**src/rtl/pll_phase_pkg.sv**
```systemverilog
// Shared types and constants for the PLL phase calibrator.
// Includes the window-centre helper that the run search uses.
package pll_phase_pkg;

  localparam int NUM_PHASES = 16;
  localparam int PHASE_W    = 4;
  localparam int RUN_W      = PHASE_W + 1;

  typedef enum logic [2:0] {
    RST_PLL,
    WAIT_LOCK,
    SET_PHASE,
    TEST,
    PICK,
    APPLY,
    DONE,
    FAIL
  } cal_state_t;

  // Middle of a run, biased towards its start for even lengths; wraps mod 16.
  function automatic logic [PHASE_W-1:0] window_center(input logic [PHASE_W-1:0] start,
                                                       input logic [RUN_W-1:0]   len);
    logic [RUN_W-1:0] half;
    half = (len - RUN_W'(1)) >> 1;
    return start + half[PHASE_W-1:0];
  endfunction

endpackage

```
**src/rtl/pll_phase_cal_if.sv**
```systemverilog
// Handshake between the calibrator (master) and the external memory tester (slave).
interface pll_phase_cal_if;
  logic test_req;
  logic test_done;
  logic test_pass;

  modport master (output test_req, input test_done, input test_pass);
  modport slave  (input test_req, output test_done, output test_pass);
endinterface

```
**src/rtl/pll_phase_window.sv**
```systemverilog
// Serial circular longest-run search over the per-phase pass map.
// Visits positions 0..31 (mod 16), one per clock, then pulses valid.
module pll_phase_window
  import pll_phase_pkg::*;
(
  input  logic                  clk,
  input  logic                  rst_n,
  input  logic [NUM_PHASES-1:0] map,
  input  logic                  start,
  output logic [PHASE_W-1:0]    center,
  output logic                  valid,
  output logic                  none
);

  localparam int POS_W = PHASE_W + 1;

  logic               busy_q, busy_d;
  logic [POS_W-1:0]   pos_q, pos_d;
  logic [PHASE_W-1:0] cur_start_q, cur_start_d;
  logic [RUN_W-1:0]   cur_len_q, cur_len_d;
  logic [PHASE_W-1:0] best_start_q, best_start_d;
  logic [RUN_W-1:0]   best_len_q, best_len_d;
  logic [PHASE_W-1:0] center_q, center_d;
  logic               valid_q, valid_d;
  logic               none_q, none_d;

  always_comb begin
    busy_d       = busy_q;
    pos_d        = pos_q;
    cur_start_d  = cur_start_q;
    cur_len_d    = cur_len_q;
    best_start_d = best_start_q;
    best_len_d   = best_len_q;
    center_d     = center_q;
    none_d       = none_q;
    valid_d      = 1'b0;
    if (start) begin
      busy_d       = 1'b1;
      pos_d        = '0;
      cur_start_d  = '0;
      cur_len_d    = '0;
      best_start_d = '0;
      best_len_d   = '0;
    end else if (busy_q) begin
      if (map[pos_q[PHASE_W-1:0]]) begin
        if (cur_len_q == '0) cur_start_d = pos_q[PHASE_W-1:0];
        if (cur_len_q != RUN_W'(NUM_PHASES)) cur_len_d = cur_len_q + RUN_W'(1);
        // Strictly longer only, so the first-found (earliest-start) run wins ties.
        if (cur_len_d > best_len_q) begin
          best_len_d   = cur_len_d;
          best_start_d = cur_start_d;
        end
      end else begin
        cur_len_d = '0;
      end
      pos_d = pos_q + POS_W'(1);
      if (pos_q == '1) begin
        busy_d   = 1'b0;
        valid_d  = 1'b1;
        center_d = window_center(best_start_d, best_len_d);
        none_d   = (best_len_d == '0);
      end
    end
  end

  always_ff @(posedge clk or negedge rst_n) begin
    if (!rst_n) begin
      busy_q       <= 1'b0;
      pos_q        <= '0;
      cur_start_q  <= '0;
      cur_len_q    <= '0;
      best_start_q <= '0;
      best_len_q   <= '0;
      center_q     <= '0;
      valid_q      <= 1'b0;
      none_q       <= 1'b0;
    end else begin
      busy_q       <= busy_d;
      pos_q        <= pos_d;
      cur_start_q  <= cur_start_d;
      cur_len_q    <= cur_len_d;
      best_start_q <= best_start_d;
      best_len_q   <= best_len_d;
      center_q     <= center_d;
      valid_q      <= valid_d;
      none_q       <= none_d;
    end
  end

  assign center = center_q;
  assign valid  = valid_q;
  assign none   = none_q;

endmodule

```
**src/rtl/pll_phase_cal.sv**
```systemverilog
// PLL reset/lock sequencing plus PSDA phase sweep against an external memory
// tester; settles on the centre of the widest circular passing window.
module pll_phase_cal
  import pll_phase_pkg::*;
#(
  parameter int unsigned RESET_CYCLES  = 64,
  parameter int unsigned LOCK_TIMEOUT  = 65535,
  parameter int unsigned SETTLE_CYCLES = 32,
  parameter int unsigned MAX_RETRIES   = 3
) (
  input  logic                  clk,
  input  logic                  resetn,
  input  logic                  pll_lock,
  output logic                  pll_reset,
  output logic [PHASE_W-1:0]    psda,
  input  logic                  cal_start,
  pll_phase_cal_if.master       tst,
  output logic [NUM_PHASES-1:0] pass_map,
  output logic                  ready,
  output logic                  fail
);

  logic [1:0] rst_sync_q, rst_sync_d;
  logic       rst_n;
  logic [1:0] lock_sync_q, lock_sync_d;
  logic       lock_s;

  // Reset asserts immediately, releases two clocks after resetn rises.
  assign rst_sync_d = {rst_sync_q[0], 1'b1};
  always_ff @(posedge clk or negedge resetn) begin
    if (!resetn) rst_sync_q <= '0;
    else         rst_sync_q <= rst_sync_d;
  end
  assign rst_n = rst_sync_q[1];

  assign lock_sync_d = {lock_sync_q[0], pll_lock};
  always_ff @(posedge clk or negedge rst_n) begin
    if (!rst_n) lock_sync_q <= '0;
    else        lock_sync_q <= lock_sync_d;
  end
  assign lock_s = lock_sync_q[1];

  cal_state_t            state_q, state_d;
  logic [31:0]           cnt_q, cnt_d;
  logic [7:0]            retry_q, retry_d;
  logic [PHASE_W-1:0]    idx_q, idx_d;
  logic [PHASE_W-1:0]    psda_q, psda_d;
  logic [NUM_PHASES-1:0] pass_map_q, pass_map_d;
  logic                  pll_reset_q, pll_reset_d;
  logic                  test_req_q, test_req_d;
  logic                  ready_q, ready_d;
  logic                  fail_q, fail_d;
  logic                  win_start_q, win_start_d;
  logic                  begin_scan;
  logic [PHASE_W-1:0]    win_center;
  logic                  win_valid;
  logic                  win_none;

  always_comb begin
    state_d     = state_q;
    cnt_d       = cnt_q + 32'd1;
    retry_d     = retry_q;
    idx_d       = idx_q;
    psda_d      = psda_q;
    pass_map_d  = pass_map_q;
    test_req_d  = 1'b0;
    win_start_d = 1'b0;
    begin_scan  = 1'b0;
    if (!lock_s && (state_q inside {SET_PHASE, TEST, PICK, APPLY})) begin
      state_d = RST_PLL;
      cnt_d   = '0;
    end else begin
      case (state_q)
        RST_PLL: if (cnt_q == RESET_CYCLES - 1) begin
          state_d = WAIT_LOCK;
          cnt_d   = '0;
        end
        WAIT_LOCK: begin
          if (lock_s) begin
            begin_scan = 1'b1;
          end else if (cnt_q == LOCK_TIMEOUT - 1) begin
            retry_d = retry_q + 8'd1;
            cnt_d   = '0;
            state_d = (retry_d >= 8'(MAX_RETRIES)) ? FAIL : RST_PLL;
          end
        end
        SET_PHASE: if (cnt_q == SETTLE_CYCLES - 1) begin
          state_d    = TEST;
          test_req_d = 1'b1;
        end
        TEST: if (tst.test_done) begin
          pass_map_d[idx_q] = tst.test_pass;
          if (idx_q == PHASE_W'(NUM_PHASES - 1)) begin
            state_d     = PICK;
            win_start_d = 1'b1;
          end else begin
            idx_d   = idx_q + PHASE_W'(1);
            psda_d  = idx_d;
            cnt_d   = '0;
            state_d = SET_PHASE;
          end
        end
        PICK: if (win_valid) begin
          if (win_none) begin
            state_d = FAIL;
          end else begin
            state_d = APPLY;
            psda_d  = win_center;
            cnt_d   = '0;
          end
        end
        APPLY: if (cnt_q == SETTLE_CYCLES - 1) state_d = DONE;
        DONE: begin
          if (!lock_s) begin
            state_d = RST_PLL;
            retry_d = '0;
            cnt_d   = '0;
          end else if (cal_start) begin
            begin_scan = 1'b1;
          end
        end
        FAIL: if (cal_start) begin_scan = 1'b1;
        default: state_d = RST_PLL;
      endcase
    end
    if (begin_scan) begin
      state_d    = SET_PHASE;
      cnt_d      = '0;
      idx_d      = '0;
      psda_d     = '0;
      pass_map_d = '0;
    end
    pll_reset_d = (state_d == RST_PLL);
    ready_d     = (state_d == DONE);
    fail_d      = (state_d == FAIL);
  end

  always_ff @(posedge clk or negedge rst_n) begin
    if (!rst_n) begin
      state_q     <= RST_PLL;
      cnt_q       <= '0;
      retry_q     <= '0;
      idx_q       <= '0;
      psda_q      <= '0;
      pass_map_q  <= '0;
      pll_reset_q <= 1'b1;
      test_req_q  <= 1'b0;
      ready_q     <= 1'b0;
      fail_q      <= 1'b0;
      win_start_q <= 1'b0;
    end else begin
      state_q     <= state_d;
      cnt_q       <= cnt_d;
      retry_q     <= retry_d;
      idx_q       <= idx_d;
      psda_q      <= psda_d;
      pass_map_q  <= pass_map_d;
      pll_reset_q <= pll_reset_d;
      test_req_q  <= test_req_d;
      ready_q     <= ready_d;
      fail_q      <= fail_d;
      win_start_q <= win_start_d;
    end
  end

  pll_phase_window u_window (
    .clk    (clk),
    .rst_n  (rst_n),
    .map    (pass_map_q),
    .start  (win_start_q),
    .center (win_center),
    .valid  (win_valid),
    .none   (win_none)
  );

  assign pll_reset    = pll_reset_q;
  assign psda         = psda_q;
  assign tst.test_req = test_req_q;
  assign pass_map     = pass_map_q;
  assign ready        = ready_q;
  assign fail         = fail_q;

endmodule

```
**src/flat_wrapper.sv**
```systemverilog
// flat-port wrapper written by rule: the top's interface ports become plain ports
module pll_phase_cal_flat import pll_phase_pkg::*;
#(
  parameter int unsigned RESET_CYCLES  = 64,
  parameter int unsigned LOCK_TIMEOUT  = 65535,
  parameter int unsigned SETTLE_CYCLES = 32,
  parameter int unsigned MAX_RETRIES   = 3
)
  (clk, resetn, pll_lock, pll_reset, psda, cal_start, pass_map, ready, fail, tst_test_req, tst_test_done, tst_test_pass);
  pll_phase_cal_if tst_i ();
  input  logic clk;
  input  logic resetn;
  input  logic pll_lock;
  output logic pll_reset;
  output logic [PHASE_W-1:0] psda;
  input  logic cal_start;
  output logic [NUM_PHASES-1:0] pass_map;
  output logic ready;
  output logic fail;
  output wire logic [$bits(tst_i.test_req)-1:0] tst_test_req;
  input wire logic [$bits(tst_i.test_done)-1:0] tst_test_done;
  input wire logic [$bits(tst_i.test_pass)-1:0] tst_test_pass;
  assign tst_test_req = tst_i.test_req;
  assign tst_i.test_done = tst_test_done;
  assign tst_i.test_pass = tst_test_pass;
  pll_phase_cal #(.RESET_CYCLES(RESET_CYCLES), .LOCK_TIMEOUT(LOCK_TIMEOUT), .SETTLE_CYCLES(SETTLE_CYCLES), .MAX_RETRIES(MAX_RETRIES)) u_core (.clk(clk), .resetn(resetn), .pll_lock(pll_lock), .pll_reset(pll_reset), .psda(psda), .cal_start(cal_start), .tst(tst_i), .pass_map(pass_map), .ready(ready), .fail(fail));
endmodule
```
**config.mk**
```make
export PLATFORM = sky130hd
export DESIGN_NAME = pll_phase_cal_flat
export DESIGN_NICKNAME = d
export VERILOG_FILES = /design/src/rtl/pll_phase_pkg.sv /design/src/rtl/pll_phase_cal_if.sv /design/src/rtl/pll_phase_window.sv /design/src/rtl/pll_phase_cal.sv /design/src/flat_wrapper.sv
export SDC_FILE = /design/constraint.sdc
export NUM_CORES = 1
export LEC_CHECK = 0
export ABC_AREA = 1
export CAP_MARGIN = 0
export CELL_PAD_IN_SITES_DETAIL_PLACEMENT = 0
export CELL_PAD_IN_SITES_GLOBAL_PLACEMENT = 1
export CORE_MARGIN = 10
export CORE_UTILIZATION = 33
export DETAILED_ROUTE_END_ITERATION = 7
export PLACE_DENSITY_LB_ADDON = 0.1
export SLEW_MARGIN = 20
export SYNTH_ARGS = -nofsm -noshare
export SYNTH_HDL_FRONTEND = slang
export SYNTH_SLANG_ARGS = --single-unit
```
**constraint.sdc**
```tcl
create_clock -name clk -period 9.8 [get_ports clk]
set_input_delay 2.45 -clock clk [delete_from_list [all_inputs] [get_ports clk]]
set_output_delay 2.45 -clock clk [all_outputs]
set_load 0.01 [all_outputs]
```
======== Word level (Yosys, flattened, before mapping) ========
Index checks and enable logic that the tools add are counted.
word-level totals
  bits of input ports ..................... 6
  flip-flop bits (word level) ............. 106
  output and inout port bits .............. 24
cells by class
  add/sub/neg operators ................... 7
  reduce and logical (&&, ||, !) cells .... 20
  muxes and demuxes ....................... 91
  bitwise operators ....................... 2
  eq/ne operators ......................... 24
  order comparisons ....................... 5
operators by type and width
  kind                                                               count
  two-way mux 32 bit                                                 10
  one-hot mux 32 bit (5 select lines)                                1
  two-way mux 4 bit                                                  19
  two-way mux 5 bit                                                  15
  two-way mux 16 bit                                                 4
  two-way mux 3 bit                                                  12
  adder 32 x 1 -> 32 bit, second input constant                      1
  == test 32 x 16 -> 1 bit, second input constant                    1
  == test 32 x 5 -> 1 bit, second input constant                     1
  == test 32 x 6 -> 1 bit, second input constant                     1
  two-way mux 8 bit                                                  3
  one-hot mux 3 bit (7 select lines)                                 1
  two-way mux 1 bit                                                  19
  == test 3 bit, second input constant                               6
  bitwise mux 16 bit                                                 1
  one-hot mux 8 bit (2 select lines)                                 1
  != test 3 x 2 -> 1 bit, second input constant                      4
  adder 5 x 1 -> 5 bit, second input constant                        2
  zero test 5 bit                                                    2
  < comparator 4 x 5 -> 1 bit, second input constant                 2
  nonzero test 2 bit                                                 5
  adder 8 x 1 -> 8 bit, second input constant                        1
  greater-or-equal comparator 8 x 2 -> 1 bit, second input constant  1
  one-hot mux 4 bit (2 select lines)                                 1
  27 further kinds                                                   35

======== Longest topological paths before layout ========
Gate-level depths: netlist (run 1).
  word-level depth ........................ 12
  mapped depth ............................ 31
  mapped depth without buffers ............ 30

======== Hierarchy ========
A second synthesis (run 1) with hierarchy kept.
unflattened totals
  cells, all modules ...................... 839
  area, all modules ....................... 6371.1 um2
modules (own cells, without submodules)
  module            times used  sequential area each (um2)  cells each  area an instance (um2)
  pll_phase_cal     1           1903.1                      572         4388.0
  pll_phase_window  1           750.7                       267         1983.2

======== Least setup slack after synthesis (run 1) ========
Ideal clock, no wire load.
  kind .................................... flip-flop to flip-flop
  start point ............................. register u_core.u_window.cur_len_q[0]
  end point ............................... register u_core.u_window.center_q[3], in the netlist u_core.u_window.center[3]
  stages on the path, launching flop included .. 28
  period minus slack after synthesis ...... 3.588 ns
  setup slack ............................. 6.212 ns
  arrival ................................. 3.470 ns
  setup time .............................. 0.117 ns
  path through ............................ dfrtp_1 ha_1 nand3_1 xor2_1 inv_1 ha_1 nand2_1 nor2_1 nand2_1 nand3_1 nand2_1 inv_1 nand2_4 buf_6 clkinv_2 nor2_1 a21oi_2 inv_2 ha_1 or2_1 nand2_1 ha_1 a31oi_1 inv_1 nand3_1 nand3_1 nand3_1 nand2_1
between the ends
  word-level cells in the longest chain between the ends .. 12
  elaborated cells between the ends (all ways) .. 19
  classes of those cells .................. add/sub (3); order compare (1); eq/ne (1); mux (13); reduce/logical (1)
ends and longest elaborated chain
  element                                                       RTL line                source
  from (decl)                                                   pll_phase_window.sv:20  logic [RUN_W-1:0] cur_len_q, cur_len_d;
  from (signal assigned)                                        pll_phase_window.sv:81  cur_len_q <= cur_len_d;
  adder 5 x 1 -> 5 bit / != test 5 bit (equally long branches)  pll_phase_window.sv:47  if (cur_len_q != RUN_W'(NUM_PHASES)) cur_len_d = cur_len_q + RUN_W'(1);
  two-way mux 5 bit                                             pll_phase_window.sv:47
  two-way mux 5 bit                                             pll_phase_window.sv:45  if (map[pos_q[PHASE_W-1:0]]) begin
  two-way mux 5 bit                                             pll_phase_window.sv:44  end else if (busy_q) begin
  two-way mux 5 bit                                             pll_phase_window.sv:37  if (start) begin
  greater-than comparator 5 bit                                 pll_phase_window.sv:49  if (cur_len_d > best_len_q) begin
  two-way mux 5 bit                                             pll_phase_window.sv:49
  two-way mux 5 bit                                             pll_phase_window.sv:45
  two-way mux 5 bit                                             pll_phase_window.sv:44
  two-way mux 5 bit                                             pll_phase_window.sv:37
  subtractor 5 x 1 -> 5 bit                                     pll_phase_pkg.sv:24     half = (len - RUN_W'(1)) >> 1;
  adder 4 bit (*)                                               pll_phase_pkg.sv:25     return start + half[PHASE_W-1:0];
  to (signal assigned)                                          pll_phase_window.sv:84  center_q <= center_d;
  to (decl)                                                     pll_phase_window.sv:23  logic [PHASE_W-1:0] center_q, center_d;
Every way passes the cells marked *; elsewhere a longest branch is shown, timed or not. The select of a mux whose other input is x is not followed.
A chain may end at the register's enable or synchronous reset.

======== Worst setup path after layout (run 1) ========
  start point ............................. input port cal_start
  end point ............................... register u_core.cnt_q[2]
between the ends
  word-level cells in the longest chain between the ends .. 5
ends and longest elaborated chain
  element                                 RTL line                                    source
  from (decl)                             flat_wrapper.sv:16                          input logic cal_start;
  two-way mux 1 bit (*)                   pll_phase_cal.sv:118, pll_phase_cal.sv:122
  two-way mux 1 bit                       pll_phase_cal.sv:114                        if (!lock_s) begin
  one-hot mux 1 bit (3 select lines) (*)  pll_phase_cal.sv:73                         case (state_q)
  two-way mux 1 bit (*)                   pll_phase_cal.sv:69                         if (!lock_s && (state_q inside {SET_PHASE, TEST, PICK, APPLY})) begin
  two-way mux 32 bit (*)                  pll_phase_cal.sv:126                        if (begin_scan) begin
  named net u_core.cnt_d[2]               pll_phase_cal.sv:44                         logic [31:0] cnt_q, cnt_d;
  to (signal assigned)                    pll_phase_cal.sv:153                        cnt_q <= cnt_d;
  to (decl)                               pll_phase_cal.sv:44
The timed path passes the listed nets; every way through them passes the cells marked *.

==> results of run 1 <==
[sequential cells by signal, indices dropped and copies added, names as in the netlist, 2 cells and up]
name,count
u_core.rst_sync_q,2
u_core.pass_map,16
u_core.idx_q,4
u_core.state_q,3
u_core.u_window.center,4
u_core.psda,4
u_core.u_window.best_len_q,5
u_core.u_window.cur_start_q,4
u_core.u_window.cur_len_q,5
u_core.u_window.pos_q,5
u_core.cnt_q,32
u_core.u_window.best_start_q,4
u_core.retry_q,8
u_core.lock_sync_q,2
[logic make-up (layout without fill, tap and decap cells)]
| family | count (synthesis) | after routing |
|---|---|---|
| compound gates | 115 | 115 |
| xor+xnor | 31 | 31 |
| fa+ha+maj | 23 | 23 |
| buf+inv | 139 | 171 |
| flops | 106 | 106 |
| other cells | 1 | 1 |
| simple gates | 369 | 369 |
[layout by cell type, fill, tap and decap left out, types with 2 or more instances in the layout]
master	n
a31oi_1	3
a21oi_2	2
nand3_2	3
nand3_1	56
nor3_1	16
nand2_4	2
o22ai_1	35
clkdlybuf4s50_1	29
clkbuf_8	2
nor2_1	88
nor3b_2	3
clkinv_2	2
nand2_1	146
nand4_2	2
inv_1	115
a21oi_1	13
nor2_4	3
inv_2	7
xor2_1	23
dfrtp_1	104
xnor2_1	8
nor4_1	3
o21ai_1	5
o211ai_1	3
and3_1	2
nor2_2	4
clkbuf_1	2
ha_1	22
nor3_2	6
nand2_2	12
clkbuf_16	9
clkinv_1	3
nor3b_1	3
nand4_1	16
o21ai_0	50
nand3b_1	2
[per-stage QoR]
step | hold WS, ns | std cells | power (mW)
2_1_floorplan | 0.331 | 784 | 0.675
6_report | 0.278 | 1050 | 1.07
3_5_place_dp | 0.301 | 1035 | 0.738
5_1_grt | 0.321 | 1050 | 1.14
4_1_cts | 0.301 | 1050 | 1.09
3_3_place_gp | 0.303 | 1035 | 0.735
[per-layer routing]
| layer | track usage | share of wire | vias up |
|---|---|---|---|
| met2 | 0.220 | 0.47 | 60 |
| met4 | 0.0405 | 0.015 | 0 |
| met5 | 0 | 0 | - |
| met1 | 0.164 | 0.48 | 2427 |
| li1 | - | - | 2604 |
| met3 | 0.0284 | 0.031 | 20 |
[power by group]
| group | internal (mW) | switching (mW) | total (mW) |
|---|---|---|---|
| Sequential | 0.469 | 0.0318 | 0.501 |
| Combinational | 0.0711 | 0.154 | 0.225 |
| Clock | 0.185 | 0.163 | 0.348 |
| Total | 0.725 | 0.348 | 1.07 |
[cell type report]
cell class / instances / area (um2)
clock buffer: 13 / 260
clock inverter: 2 / 12.5
fill: 1933 / 11600
inverter: 126 / 474
multi-input combinational: 539 / 2980
sequential: 106 / 2660
tap: 234 / 293
timing repair buffer: 30 / 298
[worst reg2reg max path, cell delays in order, from the launching register on]
cell,delay [ns]
dfrtp_1,0.41
ha_1,0.24
nand3_1,0.10
xor2_1,0.33
inv_1,0.08
ha_1,0.30
nand2_1,0.06
nor2_1,0.13
nand2_1,0.09
nand3_1,0.11
nand2_1,0.15
inv_1,0.13
nand2_4,0.11
clkinv_2,0.08
nor2_1,0.04
a21oi_2,0.11
inv_2,0.07
ha_1,0.20
or2_1,0.22
nand2_1,0.10
ha_1,0.23
a31oi_1,0.24
inv_1,0.07
nand3_1,0.10
nand3_1,0.07
nand3_1,0.09
nand2_1,0.05
[worst paths after layout]
check                                        startpoint                            end  slack, ns  cells after the start
max                                           cal_start                u_core.cnt_q[2]       5.71                      8
min                                u_core.rst_sync_q[1]  u_core.u_window.best_len_q[2]       0.28                      0
max reg2reg                u_core.u_window.cur_len_q[0]      u_core.u_window.center[3]       5.76                     26
min reg2reg                        u_core.rst_sync_q[1]  u_core.u_window.best_len_q[2]       0.28                      0
max in group asynchronous                        resetn           u_core.rst_sync_q[1]       7.41                      1
min in group clk                  u_core.lock_sync_q[0]          u_core.lock_sync_q[1]       0.35                      0
[Yosys cell counts, types with 2 or more instances]
master	count
inv_2	7
o21ai_0	50
nand4_1	16
nor3_1	16
clkbuf_1	2
nor3_2	6
nand2_4	2
nor2_1	88
nor2_2	4
xnor2_1	8
nand3_1	56
o211ai_1	3
o21ai_1	5
dfrtp_1	105
o22ai_1	35
buf_2	7
a21oi_1	13
nand2_2	12
nand3_2	3
xor2_1	23
a31oi_1	3
inv_1	115
ha_1	22
a21oi_2	2
and3_1	2
nand3b_1	2
nor3b_2	3
nor3b_1	3
clkinv_1	3
nor4_1	3
nand2_1	146
nor2_4	3
buf_6	3
nand4_2	2
==> flow_summary.json, run 1 <==
{
  "status": "complete, no violations",
  "p_per_area_nw_per_um2": 154,
  "synth_area_leaders": "dfrtp_1 42%, nand2_1 8.8%, inv_1 7.0%, nor2_1 5.3%, nand3_1 4.5%",
  "fmax_ghz": 0.244,
  "syn_to_final_growth_pct": 12.6,
  "synthSimpleGateAreaFrac": 0.279,
  "pin_count": 30,
  "chipHeight_um": 157,
  "worstMarginPinSlew_ns": 0.948,
  "postSynthAreaPerCell_um2": 7.90,
  "post_cts_buffers": 0,
  "cts-root-buf": "clkbuf_16",
  "synth_top_cell_area_share": 0.424,
  "grt_pass1_wl_mm": 26.2,
  "synth_flop_cell": "dfrtp_1",
  "hp-class": "flip-flop to asynchronous set/reset pin",
  "wl_mm": 15.2,
  "crit_top_cell": "nand2_1",
  "post-route-util": 0.376,
  "cts-buffers-inserted": 9,
  "slowest_stage": "clkdlybuf4s50_1",
  "hold_viol": 0,
  "grt_remaining_overflow": 0,
  "post-route-min-period_ns": 4.09,
  "synth_nets": 813,
  "drt_pass1_iterations": 4,
  "grt_max_degree": 74,
  "final_cell_area_um2": 6980,
  "setup-tns-final_ns": 0,
  "htree_levels": 3,
  "finalSetupViolations": 0,
  "required_ns": 10.05,
  "cp_cell_sequence": "clkdlybuf4s50_1 -> o21ai_1 -> nand2_1 -> inv_2 -> nand2_1 -> clkinv_1 -> nand2_2 -> nor3b_1",
  "maxCapViolCount": 0,
  "seq_area_frac_synth": 0.428,
  "antenna_found_initial": 0,
  "gp_congestion": 0.833,
  "synthXorXnorAreaFrac": 0.0438,
  "via_per_inst": 4.87,
  "rsz0062_at_grt": "no",
  "cp-start-kind": "input pin",
  "drc": 0,
  "critPathArrivalTime_ns": 4.34,
  "period_share": 0.418,
  "initial_utilization": 0.333,
  "antenna_left": 0,
  "synth_cell_types": 45,
  "hpwl_mm": 11.4,
  "syn-instance-count": 784,
  "clock_latency_ns": 0.35,
  "grt_pass1_vias": 5280,
  "dieWidth_um": 157,
  "die_area_um2": 24700,
  "cts_tree": "yes",
  "grtUsageTotal": 0.131,
  "synth_mux_area_frac": 0,
  "endpoint_kind": "flip-flop",
  "cp_num_buf_inv": 3,
  "drive_above_1_share": 0.0797,
  "synth-compound-area-share": 0.110,
  "hold_buffers": 0,
  "pre_cts_slack_ns": 5.28,
  "async_reset_ff_frac": 1.00,
  "yosys.area.top_type": "dfrtp_1",
  "place_area_um2": 6710,
  "timing.slew.headroom": 0.368,
  "synth_top_family_by_area": "simple AND/OR/NAND/NOR gates",
  "core_um2": 18600,
  "post_synth_fa_ha_maj_area_fraction": 0.0477,
  "ys_ff_latch": 106,
  "place.port_buffers": 29,
  "yosysWarnings": 0,
  "skew_ns": 0.00806,
  "wl_per_cell_um": 14.5,
  "slew_viol_final": 0,
  "cpLargestDelayFamily": "simple AND/OR/NAND/NOR gates",
  "finalNetCount": 841,
  "route.vias.total": 5111,
  "num_rows": 50,
  "synth_edf_count": 0,
  "fin_ws_ns": 5.71,
  "peakVddDrop_v": 0.0000746,
  "clkSlewWorstSetupHoldPaths_ns": 0.07,
  "cts_resized": 0,
  "first_iter_violations": 230,
  "clkSinkCount": 106,
  "critPathMaxFanout": 32,
  "synth_area_um2": 6200,
  "diodes": 0,
  "path_class": "input pin to flip-flop",
  "p_leak_nw": 3.15,
  "cts_max_path_buffers": 2,
  "crit_path_max_incr_delay_ns": 0.40
}
Note: power is estimated with default switching activity, not from simulation.
==> inputs of run 2 (changes only) <==
- clock period: 9.8 -> 4.1 ns (I/O delays scaled with it)
==> flow_summary.json, run 2 (same netlist as run 1, synthesis figures left out) <==
{
  "critPathArrivalTime_ns": 4.04,
  "cts-buffers-inserted": 9,
  "timing.slew.headroom": 0.406,
  "hold_viol": 0,
  "seqCellArea_um2": 2660,
  "critical_path.startpoint": "u_core.u_window.cur_len_q[0]",
  "dieWidth_um": 157,
  "gp_congestion": 0.858,
  "fmax_ghz": 0.264,
  "place_area_um2": 6720,
  "grt_pass1_wl_mm": 26.5,
  "reg2reg_slack_ns": 0.31,
  "hpwl_mm": 11.6,
  "cts_max_path_buffers": 2,
  "cts-root-buf": "clkbuf_16",
  "grt_remaining_overflow": 0,
  "via_per_inst": 4.89,
  "largest_reg_flops": 32,
  "antenna_left": 0,
  "final_cell_mix": "144 x nand2_1, 115 x inv_1, 104 x dfrtp_1",
  "cts_tree": "yes",
  "pin_count": 30,
  "min_from": "u_core.rst_sync_q[0]",
  "wl_per_cell_um": 14.8,
  "skew_ns": 0.00797,
  "syn_to_final_growth_pct": 13.9,
  "pre_cts_slack_ns": 0.155,
  "status": "complete, no violations",
  "required_ns": 4.35,
  "reg2reg_depth": 27,
  "route.vias.total": 5168,
  "grt_pass1_vias": 5265,
  "cp-start-kind": "flip-flop",
  "hp-class": "flip-flop to flip-flop",
  "fin_ws_ns": 0.309,
  "crit_end": "u_core.u_window.center[3]",
  "htree_levels": 3,
  "clkSinkCount": 106,
  "power_mw": 2.58,
  "period_share": 0.925,
  "multi_input_area_um2": 3020,
  "r2r-end": "u_core.u_window.center[3]",
  "core_um2": 18600,
  "final_common_cell": "nand2_1",
  "num_rows": 50,
  "drive_above_1_share": 0.0973,
  "initial_utilization": 0.333,
  "top_register": "u_core.cnt_q",
  "setup-tns-final_ns": 0,
  "finalSetupViolations": 0,
  "final_cells": 1056,
  "die_area_um2": 24700,
  "p_leak_nw": 3.18,
  "nFillCells": 1974,
  "clkSlewWorstSetupHoldPaths_ns": 0.07,
  "diodes": 0,
  "first_iter_violations": 230,
  "r2r-start": "u_core.u_window.cur_len_q[0]",
  "antenna_found_initial": 0,
  "dp_cells": 1037,
  "slew_viol_final": 0,
  "drc": 0,
  "chipHeight_um": 157,
  "place.port_buffers": 29,
  "post-route-min-period_ns": 3.79,
  "worstMarginPinSlew_ns": 0.891,
  "clock_latency_ns": 0.35,
  "finalNetCount": 846,
  "peakVddDrop_v": 0.000182,
  "maxCapViolCount": 0,
  "grtUsageTotal": 0.132,
  "hold_buffers": 0,
  "grt_max_degree": 68,
  "final_cell_area_um2": 7050,
  "wl_mm": 15.6,
  "critPathMaxFanout": 11,
  "drt_pass1_iterations": 4,
  "p_per_area_nw_per_um2": 365,
  "endpoint_kind": "flip-flop",
  "path_class": "flip-flop to flip-flop"
}
-- run 2: critical path, stage by stage (launching register included) --
cell and delay [ns]:
dfrtp_1 0.41, inv_1 0.13, ha_2 0.22, nand3_2 0.13, nand2_2 0.11, inv_1 0.08, ha_1 0.29, nand2_1 0.06
nor2_2 0.12, nand2_1 0.12, nand3_2 0.10, nand2_2 0.09, inv_1 0.10, nand2_4 0.10, clkinv_2 0.07, nor2_1 0.04
a21oi_2 0.11, inv_2 0.07, ha_1 0.20, or2_1 0.23, nand2_1 0.09, ha_1 0.25, a31oi_2 0.17, inv_1 0.06
nand3_1 0.10, nand3_1 0.08, nand3_1 0.09, nand2_1 0.05
-- run 2: power by group --
part / internal (mW) / switching, mW
Combinational: 0.171 / 0.366
Sequential: 1.12 / 0.0849
Clock: 0.430 / 0.404
Total: 1.72 / 0.856
-- run 2: area by class of cell --
class | count | share of cell area
Multi-Input combinational cell | 539 | 0.428
Clock buffer | 12 | 0.0349
Timing Repair Buffer | 35 | 0.0475
Clock inverter | 4 | 0.00372
Sequential cell | 106 | 0.377
Inverter | 126 | 0.0672
Tap cell | 234 | 0.0415
-- run 2: stage by stage --
| step | util | hold WS (ns) |
|---|---|---|
| global route | 0.380 | 0.372 |
| finish | 0.380 | 0.361 |
| global placement | 0.362 | 0.336 |
| CTS | 0.376 | 0.364 |
| floorplan | - | 0.331 |
| detailed placement | 0.362 | 0.336 |
-- run 2: worst min-delay path by stage --
stage                                  endpoint  slack, ns  cells after the start
after floorplan           u_core.lock_sync_q[1]       0.33                      0
after global placement    u_core.lock_sync_q[1]       0.34                      0
after detailed placement   u_core.rst_sync_q[1]       0.34                      0
after CTS                  u_core.rst_sync_q[1]       0.36                      0
after global routing       u_core.rst_sync_q[1]       0.37                      0
final                      u_core.rst_sync_q[1]       0.36                      0
-- run 2: per-layer routing --
| metal | track usage | up-vias | part of all wire |
|---|---|---|---|
| met5 | 0 | - | 0 |
| met4 | 0.0383 | 0 | 0.018 |
| met3 | 0.0297 | 18 | 0.030 |
| met2 | 0.215 | 63 | 0.48 |
| met1 | 0.171 | 2477 | 0.48 |
| li1 | - | 2610 | - |
-- run 2: repair_timing --
action / in CTS / in global routing
setup endpoints to repair: 0 / 3
resized for setup: 0 / 10
buffers inserted: 0 / 3
==> inputs of run 3 (changes only) <==
- CTS_CLUSTER_SIZE: unset -> 16
- clock period: 4.1 -> 3.06 ns (I/O delays scaled with it)
==> flow_summary.json, run 3 (same netlist as run 1, synthesis figures left out) <==
{
  "status": "complete, but fails checks",
  "violations": "negative setup slack",
  "num_rows": 50,
  "final_common_cell": "nand2_1",
  "reg2reg_depth": 24,
  "drc": 0,
  "cts-buffers-inserted": 9,
  "drive_above_1_share": 0.189,
  "first_iter_violations": 242,
  "path_class": "flip-flop to flip-flop",
  "rsz0062_at_grt": "yes",
  "drt_pass1_iterations": 4,
  "diodes": 0,
  "timing.slew.headroom": 0.593,
  "p_leak_nw": 3.45,
  "skew_ns": 0.00604,
  "syn_to_final_growth_pct": 23.8,
  "post-route-min-period_ns": 3.36,
  "cpLargestDelayFamily": "adder cells",
  "p_per_area_nw_per_um2": 477,
  "slowest_stage": "fa_2",
  "die_area_um2": 24700,
  "setup-tns-final_ns": -0.855,
  "grt_busiest_layer": "met2",
  "clkSlewWorstSetupHoldPaths_ns": 0.08,
  "crit_top_cell": "nand2_2",
  "grt_pass1_vias": 5508,
  "cts-root-buf": "clkbuf_16",
  "largest_reg_flops": 32,
  "wl_per_cell_um": 14.8,
  "critPathArrivalTime_ns": 3.60,
  "r2r-end": "u_core.u_window.center[1]",
  "cp_cell_sequence": "inv_2 -> ha_4 -> nand3_4 -> nand2_2 -> o21ai_2 -> ha_1 -> nand2_2 -> nor2_4 -> nand2_2 -> nand3_2 -> nand2_2 -> inv_2 -> nand2_4 -> clkinv_4 -> nor2_2 -> a21oi_2 -> inv_2 -> ha_4 -> or2_1 -> nand2_2 -> buf_6 -> inv_2 -> fa_2 -> o21ai_0",
  "gp_congestion": 0.824,
  "finalSetupViolations": 3,
  "cts_tree": "yes",
  "finalNetCount": 893,
  "final_cell_mix": "134 x nand2_1, 106 x inv_1, 103 x dfrtp_1",
  "nFillCells": 1909,
  "chipHeight_um": 157,
  "period_share": 1.10,
  "cp_num_buf_inv": 6,
  "cts_max_path_buffers": 2,
  "grtUsageTotal": 0.137,
  "critical_path.startpoint": "u_core.u_window.cur_len_q[1]",
  "fin_ws_ns": -0.304,
  "peakVddDrop_v": 0.000284,
  "hold_viol": 0,
  "top_register": "u_core.cnt_q",
  "dp_cells": 1080,
  "final_cells": 1103,
  "met1_usage": 0.172,
  "clock_latency_ns": 0.35,
  "use_met2": 0.234,
  "crit_path_max_incr_delay_ns": 0.50,
  "grt_pass1_wl_mm": 27.6,
  "pin_count": 30,
  "antenna_found_initial": 0,
  "route.vias.total": 5347,
  "worstMarginPinSlew_ns": 0.609,
  "grt_remaining_overflow": 0,
  "required_ns": 3.29,
  "clkSinkCount": 106,
  "maxCapViolCount": 0,
  "htree_levels": 3,
  "dieWidth_um": 157,
  "place.port_buffers": 29,
  "reg2reg_slack_ns": -0.30,
  "initial_utilization": 0.333,
  "cp_num_cells": 24,
  "via_per_inst": 4.85,
  "hpwl_mm": 12.1,
  "slew_viol_final": 0,
  "core_um2": 18600,
  "cp-start-kind": "flip-flop",
  "grt_use_met3": 0.0341,
  "wl_mm": 16.3,
  "endpoint_kind": "flip-flop",
  "hp-class": "flip-flop to asynchronous set/reset pin",
  "antenna_left": 0,
  "crit_end": "u_core.u_window.center[1]",
  "fmax_ghz": 0.297,
  "r2r-start": "u_core.u_window.cur_len_q[1]",
  "grt_max_degree": 46,
  "critPathMaxFanout": 6
}
## run 3: changes by cell type in the layout (fill, tap and decap cells not counted), sizes merged
cell / before / now
buf: 6 / 53
inv: 123 / 122
bufinv: 0 / 1
## run 3: cell type report
cell class              instances  area [um2]  share of cell area
well taps                     234         293              0.0382
inverters                     126         478              0.0623
repair buffers                 82         717              0.0935
flip-flops and latches        106        2660               0.347
clock inverters                 4        51.3             0.00669
multi-input cells             539        3220               0.419
clock buffers                  12         256              0.0334
## run 3: repair_timing
item / in CTS / in global routing
pin swaps: 18 / 10
endpoints found under the setup margin: 3 / 3
cloned: 0 / 0
gates resized for setup: 19 / 15
buffers inserted: 6 / 1
hold buffers: 0 / 0
## run 3: through the flow
step                      setup slack (ns)  utilization  area (um2)  power, mW  hold WS, ns
after detailed placement            -0.421        0.386        7170       2.45        0.336
after global placement              -0.258        0.386        7170       2.43        0.337
after floorplan                     -0.264            -        6290       2.16        0.331
after CTS                           -0.254        0.409        7600       3.73        0.353
final                               -0.304        0.413        7670       3.66        0.329
after global routing                -0.498        0.413        7670       3.89        0.364
## run 3: worst register-to-register path, cell delays in order, from the launching register on
cell and delay [ns]:
dfrtp_1 0.44, inv_2 0.10, ha_4 0.16, nand3_4 0.11, nand2_2 0.09, o21ai_2 0.06, ha_1 0.28, nand2_2 0.07
nor2_4 0.13, nand2_2 0.07, nand3_2 0.07, nand2_2 0.06, inv_2 0.06, nand2_4 0.08, clkinv_4 0.06, nor2_2 0.03
a21oi_2 0.11, inv_2 0.07, ha_4 0.16, or2_1 0.23, nand2_2 0.11, buf_6 0.10, inv_2 0.03, fa_2 0.50
o21ai_0 0.08
## run 3: worst min-delay path by stage
stage | start | endpoint | slack (ns) | depth (start not counted)
2_1_floorplan | u_core.rst_sync_q[0] | u_core.rst_sync_q[1] | 0.33 | 0
3_3_place_gp | u_core.lock_sync_q[0] | u_core.lock_sync_q[1] | 0.34 | 0
3_5_place_dp | u_core.rst_sync_q[0] | u_core.rst_sync_q[1] | 0.34 | 0
4_1_cts | u_core.rst_sync_q[0] | u_core.rst_sync_q[1] | 0.35 | 0
5_1_grt | u_core.rst_sync_q[0] | u_core.rst_sync_q[1] | 0.36 | 0
6_report | u_core.rst_sync_q[1] | u_core.cnt_q[26] | 0.33 | 0
## run 3: metal layers
layer	vias up	wire length [um]	part of all wire
met5	-	0	0
met4	0	148	0.0091
met3	10	566	0.035
met2	73	8020	0.49
met1	2556	7540	0.46
li1	2708	-	-
## run 3: where the power goes
part,internal [mW],switching (mW)
Sequential,1.50,0.101
Clock,0.682,0.551
Combinational,0.300,0.523
